==> config.mk <==
export PLATFORM = sky130hd
export DESIGN_NAME = ring_arbiter
export DESIGN_NICKNAME = d
export VERILOG_FILES = /design/src/rtl/ring_arbiter.sv
export SDC_FILE = /design/constraint.sdc
export NUM_CORES = 1
export LEC_CHECK = 0
export BUFFER_PORTS_ARGS = -buffer_cell sky130_fd_sc_hd__buf_4
export CORE_MARGIN = 2
export CORE_UTILIZATION = 50
export DETAILED_ROUTE_END_ITERATION = 8
export PLACE_DENSITY = 0.74
export RECOVER_POWER = 100
export SLEW_MARGIN = 40
export SYNTH_ARGS = -nofsm -noshare
export SYNTH_HDL_FRONTEND = slang
export SYNTH_SLANG_ARGS = --single-unit
==> constraint.sdc <==
create_clock -name clk_i -period 2.4 [get_ports clk_i]
set_input_delay 0.24 -clock clk_i [delete_from_list [all_inputs] [get_ports clk_i]]
set_output_delay 0.24 -clock clk_i [all_outputs]
set_load 0.02 [all_outputs]
==> src/rtl/ring_arbiter.sv <==
// Round-robin arbiter with a one-hot rotating priority pointer.
// Grants are registered, one-hot, and held until the owner releases them.
// Optional forced release after TIMEOUT busy cycles when ARB_TIMEOUT_EN is defined.
module ring_arbiter #(
   parameter int unsigned WIDTH   = 4,
   parameter int unsigned TIMEOUT = 15,
   localparam int unsigned IW     = $clog2(WIDTH)
) (
   input  logic             clk_i,
   input  logic             rst_ni,
   input  logic [WIDTH-1:0] req_i,
   input  logic             done_i,
   output logic [WIDTH-1:0] grant_o,
   output logic             busy_o,
   output logic [IW-1:0]    owner_o,
   output logic             timeout_o
);

   typedef enum logic [0:0] {StIdle, StBusy} state_e;

   state_e             state_q, state_d;
   logic [WIDTH-1:0]   grant_q, grant_d;
   logic [WIDTH-1:0]   ptr_q, ptr_d;
   logic [IW-1:0]      owner_q, owner_d;
   logic               timeout_q, timeout_d;

   // Winner search scratch
   logic [IW-1:0]      ptr_idx;
   logic [IW:0]        scan_idx;
   logic               found;
   logic [WIDTH-1:0]   win_grant;
   logic [IW-1:0]      win_owner;

   // Elaboration-time parameter sanity checks
   if (WIDTH < 2) begin : g_bad_width
      $error("ring_arbiter: WIDTH must be >= 2");
   end
   if (TIMEOUT < 1) begin : g_bad_timeout
      $error("ring_arbiter: TIMEOUT must be >= 1");
   end

`ifdef ARB_TIMEOUT_EN
   localparam int unsigned CW = $clog2(TIMEOUT + 1);
   logic [CW-1:0] cnt_q, cnt_d;
`endif

   // First requester at or above the pointer, wrapping MSB -> bit0
   always_comb begin
      ptr_idx   = '0;
      scan_idx  = '0;
      found     = 1'b0;
      win_grant = '0;
      win_owner = '0;
      for (int i = 0; i < WIDTH; i++) begin
         if (ptr_q[i]) ptr_idx = IW'(i);
      end
      for (int i = 0; i < WIDTH; i++) begin
         scan_idx = {1'b0, ptr_idx} + (IW + 1)'(i);
         if (scan_idx >= (IW + 1)'(WIDTH)) scan_idx = scan_idx - (IW + 1)'(WIDTH);
         if (!found && req_i[scan_idx[IW-1:0]]) begin
            found                          = 1'b1;
            win_grant[scan_idx[IW-1:0]]    = 1'b1;
            win_owner                      = scan_idx[IW-1:0];
         end
      end
   end

   // Next-state logic: arbitrate in idle, hold and watch for release in busy
   always_comb begin
      state_d   = state_q;
      grant_d   = grant_q;
      ptr_d     = ptr_q;
      owner_d   = owner_q;
      timeout_d = 1'b0;
`ifdef ARB_TIMEOUT_EN
      cnt_d     = cnt_q;
`endif
      unique case (state_q)
         StIdle: begin
            if (found) begin
               grant_d = win_grant;
               owner_d = win_owner;
               state_d = StBusy;
`ifdef ARB_TIMEOUT_EN
               cnt_d   = '0;
`endif
            end
         end
         StBusy: begin
            if (done_i || !req_i[owner_q]) begin
               grant_d = '0;
               ptr_d   = {grant_q[WIDTH-2:0], grant_q[WIDTH-1]};
               state_d = StIdle;
            end
`ifdef ARB_TIMEOUT_EN
            else if (cnt_q == CW'(TIMEOUT - 1)) begin
               // Owner overstayed: forced release, same pointer rotation
               grant_d   = '0;
               ptr_d     = {grant_q[WIDTH-2:0], grant_q[WIDTH-1]};
               state_d   = StIdle;
               timeout_d = 1'b1;
            end else begin
               cnt_d = cnt_q + CW'(1);
            end
`endif
         end
         default: state_d = StIdle;
      endcase
   end

   // State registers, async active-low reset
   always_ff @(posedge clk_i or negedge rst_ni) begin
      if (!rst_ni) begin
         state_q   <= StIdle;
         grant_q   <= '0;
         ptr_q     <= WIDTH'(1);
         owner_q   <= '0;
         timeout_q <= 1'b0;
      end else begin
         state_q   <= state_d;
         grant_q   <= grant_d;
         ptr_q     <= ptr_d;
         owner_q   <= owner_d;
         timeout_q <= timeout_d;
      end
   end

`ifdef ARB_TIMEOUT_EN
   // Busy-cycle counter
   always_ff @(posedge clk_i or negedge rst_ni) begin
      if (!rst_ni) cnt_q <= '0;
      else         cnt_q <= cnt_d;
   end
   assign timeout_o = timeout_q;
`else
   assign timeout_o = 1'b0;
`endif

   assign grant_o = grant_q;
   assign busy_o  = |grant_q;
   assign owner_o = owner_q;

endmodule

### After elaboration in Yosys (flattened, before gate mapping)

Cells that the tools add are included.

| operators by class | value |
|---|---|
| multiplexer cells | 43 |
| add/subtract/negate cells | 7 |
| reductions and logical operators | 16 |
| eq/ne operators | 2 |
| $lt $le $gt $ge | 13 |
| bitwise logic cells | 4 |

Operators by type and width:

| cell | number |
|---|---|
| 4-bit two-way mux | 6 |
| 2-bit two-way mux | 10 |
| 1-bit two-way mux | 16 |
| 2-bit by 3-bit less-than comparator with 1-bit output, second input constant | 5 |
| 4-bit bitwise OR | 3 |
| 1-bit binary-select mux with 2-bit select | 5 |
| 3-bit >= comparator, second input constant | 3 |
| 1-bit demux with 2-bit select | 4 |
| 2-bit by 1-bit >= comparator with 1-bit output, second input constant | 4 |
| 4-bit one-hot mux with 2 select lines | 1 |
| 2-bit by 1-bit subtractor with 2-bit output, second input constant | 4 |
| 1-bit logical AND | 7 |
| 2-bit by 2-bit adder with 3-bit output, second input constant | 2 |
| 2-bit AND reduction | 3 |
| 1-bit zero test | 4 |
| 4-bit OR reduction | 1 |
| 2-bit by 1-bit adder with 3-bit output, second input constant | 1 |
| 2-bit by 3-bit >= comparator with 1-bit output, second input constant | 1 |
| 2-bit by 1-bit != test with 1-bit output, second input constant | 1 |
| 2-bit != test, second input constant | 1 |
| 1-bit one-hot mux with 2 select lines | 1 |
| 1-bit logical OR | 1 |
| 1-bit NOT | 1 |

| storage, ports and cells | value |
|---|---|
| bits in registers | 11 |
| output and inout bits | 8 |
| input bits | 7 |

### Logic depth before layout (Yosys ltp)

| depth | value |
|---|---|
| depth in word-level cells | 19 |
| gate-level depth with buffers | 11 |
| gate-level depth less buffers | 9 |

### Least setup slack after synthesis

Ideal clock, no wire load.

| timing path | value |
|---|---|
| kind | flip-flop to flip-flop |
| start | register ptr_q[3] |
| end | register grant_q[1] (netlist: grant_o[1]) |
| slack | -0.150 ns |
| cell stages (with the launch flop) | 11 |
| setup time | 0.083 ns |
| required time | 2.317 ns |
| buffers on the path | 3 |
| arrival | 2.467 ns |
| cells stage by stage | dfrtp_1 -> buf_2 -> nor2_1 -> inv_1 -> ha_1 -> mux4_2 -> buf_6 -> o41ai_4 -> buf_6 -> nand3_1 -> o21ai_0 |

| on the way | value |
|---|---|
| longest elaborated chain between the ends | 17 |

Ends and longest elaborated chain:

| what | line | text |
|---|---|---|
| from (decl) | 23 | `logic [WIDTH-1:0] ptr_q, ptr_d;` |
| from (signal assigned) | 122 | `ptr_q <= ptr_d;` |
| 2-bit two-way mux (*) | 55 | `if (ptr_q[i]) ptr_idx = IW'(i);` |
| parallel branches: the longest is 16 deep, another holds 2-bit by 1-bit adder with 3-bit output | - |  |
| to (signal assigned) | 121 | `grant_q <= grant_d;` |
| to (decl) | 22 | `logic [WIDTH-1:0] grant_q, grant_d;` |

Mark *: on every way between the ends. The select of a mux whose other input is x is not followed.
A chain may end at the register's enable or synchronous reset.

### Worst setup path after layout

| timing path | value |
|---|---|
| start | register ptr_q[2] |
| end | register grant_q[1] (netlist: grant_o[1]) |

| on the way | value |
|---|---|
| longest elaborated chain between the ends | 18 |

Ends and longest elaborated chain:

| what | line |
|---|---|
| 2-bit two-way mux (*) (2 in series) | 55 |
| parallel branches: the longest is 16 deep, another holds 2-bit by 1-bit adder with 3-bit output | - |

Marks and branches as above.

==> results.tsv <==
stage	metric	value	unit
drt	drt_iter0_markers	13	
critical_path	crit_chain	buf_4 > nor2_4 > inv_4 > ha_4 > mux4_2 > o41ai_4 > buf_4 > nand3_1 > o21ai_1	
grt	grt_use_total	0.239	
critical_path	slowest_delay	0.52	ns
floorplanning	coreArea	1920	µm²
floorplanning	num_io_pins	15	
worst_hold_path	hp-start	req_i[2]	
critical_path	cp_data_required_time	2.59	ns
floorplanning	rows	16	
drt	wl	2630	µm
logic_synthesis	synthCells	105	
placement	portBuffers	13	
critical_path	worst_setup_path_start_kind	register	
worst_hold_path	min_path_cells	3	
placement	placed_cells	150	
critical_path	cp_common_cell	buf_4	
drt	drcViolationCount	0	
grt	overflow	0	
clock_tree	cts_made_buffers	3	
clock_tree	h-tree-depth	1	
clock_tree	cts_buffer_depth	2	
drt	ant_nets	0	
floorplanning	die_x	48.6	µm
clock_tree	tritoncts	built	
worst_hold_path	min_path_type	primary input to register	
clock_tree	clock_sinks	10	
sta	worst_slew_pin_slew	0.571	ns
sta	max_freq	0.422	GHz
floorplanning	initial_utilization	0.518	
grt	grt_max_degree	11	
critical_path	cp_slowest_cell	o41ai_4	
drt	firstDrtPassIters	4	
outcome	outcome	completed	
grt	antenna_found_initial	0	
sta	finalCriticalPeriod	2.37	ns
clock_tree	cts_root_buf	clkbuf_4	
critical_path	critPathArrivalTime	2.56	ns
clock_tree	clk_pin_slew	0.07	ns
grt	grt_pass1_wl	4260	µm
logic_synthesis	yosys.cell_types.count	38	
clock_tree	clk_latency	0.27	ns
critical_path	startpoint	ptr_q[2]	
sta	finalHoldViolations	0	
layout	drive_gt1_frac	0.315	
grt	grt_pass1_vias	895	
placement	place_hpwl	2000	µm
critical_path	r2r_setup_slack	0.03	ns
sta	maxSlewHeadroom	0.620	
sta	drv_slew	0	
logic_synthesis	synthesis.area	996	µm²
critical_path	crit_path_end_kind	register	
floorplanning	die_area	2360	µm²
critical_path	crit_fanout	7	
critical_path	timing.rr.start	ptr_q[2]	
logic_synthesis	synth_warnings	0	
logic_synthesis	syn_nets	120	
critical_path	setup.worst_path.class	register to register	
critical_path	crit_family	compound AO/OA/AOI/OAI gates	
layout	syn_to_final_growth	23.4	%
worst_hold_path	holdPathEnd	owner_o[1]	
critical_path	worst-path-buf-inv	3	
layout	design_area	1230	µm²
flow_run	drv_cap	0	
layout	diodes	0	
placement	place_ws	0.0225	ns
sta	skew	0.00400	ns
sta	final.period_utilization	0.988	
logic_synthesis	ys_ff_latch	10	
layout	nNetsFinal	146	
sta	hold_slack	0.319	ns
logic_synthesis	avgSynthCellArea	9.49	µm²
drt	num_vias	885	
placement	finalWeightedCongestion	0.942	
critical_path	reg2reg_to	grant_o[1]	
logic_synthesis	ys_seq_area_frac	0.251	
placement	dpl-instance-area	1170	µm²
drt	wl_per_cell	16.8	µm
sta	setup_ws	0.0292	ns
floorplanning	die_height	48.6	µm
drt	via_per_inst	5.64	
layout	layout.cells.non_filler	157	
sta	setup_viol	0	
critical_path	rr_worst_depth	9	
## through the flow
| stage | TNS, ns | utilization |
|---|---|---|
| global route | -0.0526 | 0.639 |
| global placement | 0 | 0.609 |
| detailed placement | 0 | 0.609 |
| floorplan | 0 | - |
| finish | 0 | 0.639 |
| CTS | 0 | 0.637 |
## worst reg2reg max path: stages, from the launching register on
cell and delay (ns):
dfrtp_1 0.40, buf_4 0.17, nor2_4 0.11, inv_4 0.07
ha_4 0.28, mux4_2 0.34, o41ai_4 0.52, buf_4 0.23
nand3_1 0.08, o21ai_1 0.10
## cells in the mapped netlist, drive strengths merged
cell	n	area [µm²]
mux4	3	71.3
mux2i	7	70.1
o211ai	1	7.51
mux2	3	33.8
nand4	1	6.26
dfrtp	10	250
a221oi	5	50.0
nand3	5	25.0
nand2b	3	21.3
conb	1	3.75
clkbuf	1	3.75
o21ai	9	48.8
nor3b	1	7.51
xnor2	1	8.76
or4	1	7.51
a21oi	2	10.0
o211a	1	10.0
a21boi	1	7.51
and2	4	25.0
nor4b	1	23.8
buf	4	35.0
o32ai	1	8.76
inv	13	51.3
nor4	1	6.26
ha	8	100
nand2	10	45.0
nor2	4	15.0
a32oi	1	8.76
or3	1	6.26
o41ai	1	27.5
## routing by layer
metal | track usage | wire [µm] | vias up
li1 | - | - | 422
met1 | 0.298 | 1090 | 427
met2 | 0.416 | 1390 | 28
met3 | 0.0123 | 83 | 8
met4 | 0.129 | 75 | 0
met5 | 0 | 0 | -
## cell type report
cell class	count	area [µm²]
Fill cell	187	693
Timing Repair Buffer	26	168
Clock buffer	4	36.3
Inverter	13	53.8
Sequential cell	10	251
Multi-Input combinational cell	77	686
Tap cell	27	33.8
## sequential cells by signal, indices dropped and copies added (netlist names)
name / cells
grant_o: 4
owner_o: 2
ptr_q: 3
state_q: 1
## cells by family (layout without fill, tap and decap cells)
logic type | after synthesis | after routing | synth area share
XOR/XNOR | 1 | 1 | 0.00880
adder cells (fa/ha/maj) | 8 | 8 | 0.101
AND/OR/NAND/NOR | 32 | 32 | 0.190
flip-flops | 10 | 10 | 0.251
AO/OA/AOI/OAI | 22 | 22 | 0.180
other | 1 | 1 | 0.00377
buffers and inverters | 18 | 43 | 0.0904
multiplexers | 13 | 13 | 0.176
## placed cells by master (no fill, tap or decap), types with 2 or more instances in the layout
cell      Yosys  final
clkbuf_4      0      3
o21ai_0       8      5
a221oi_2      1      2
mux2i_1       7      7
a21oi_1       2      2
o21ai_1       0      3
nand2_1       9      8
mux2_2        3      3
and2_1        4      4
mux4_2        2      3
nand3_1       5      5
ha_1          8      7
inv_1        12     10
nand2b_1      2      2
buf_4         1     17
clkbuf_1      1      8
dfrtp_1      10      9
nor2_1        4      3
a221oi_1      4      3
inv_4         1      2
## worst max-delay path by stage
| stage | slack, ns | cells past startpoint | endpoint |
|---|---|---|---|
| detailed placement | 0.02 | 9 | grant_o[3] |
| CTS | 0.04 | 9 | grant_o[1] |
| global route | -0.02 | 9 | grant_o[2] |
| finish | 0.03 | 9 | grant_o[1] |
| global placement | 0.03 | 9 | grant_o[2] |
| floorplan | 0.04 | 10 | grant_o[1] |
## what timing repair did
| item | in CTS | in global routing |
|---|---|---|
| pin swaps | 1 | 3 |
| setup endpoints to repair | 1 | 5 |
| resized for setup | 3 | 9 |
| hold buffers | 1 | 0 |
| hold endpoints to repair | 10 | 0 |
| buffers inserted | 0 | 2 |
Power is not shown: default switching activity piles up to over one toggle a cycle in this logic, so the estimate is an artifact.
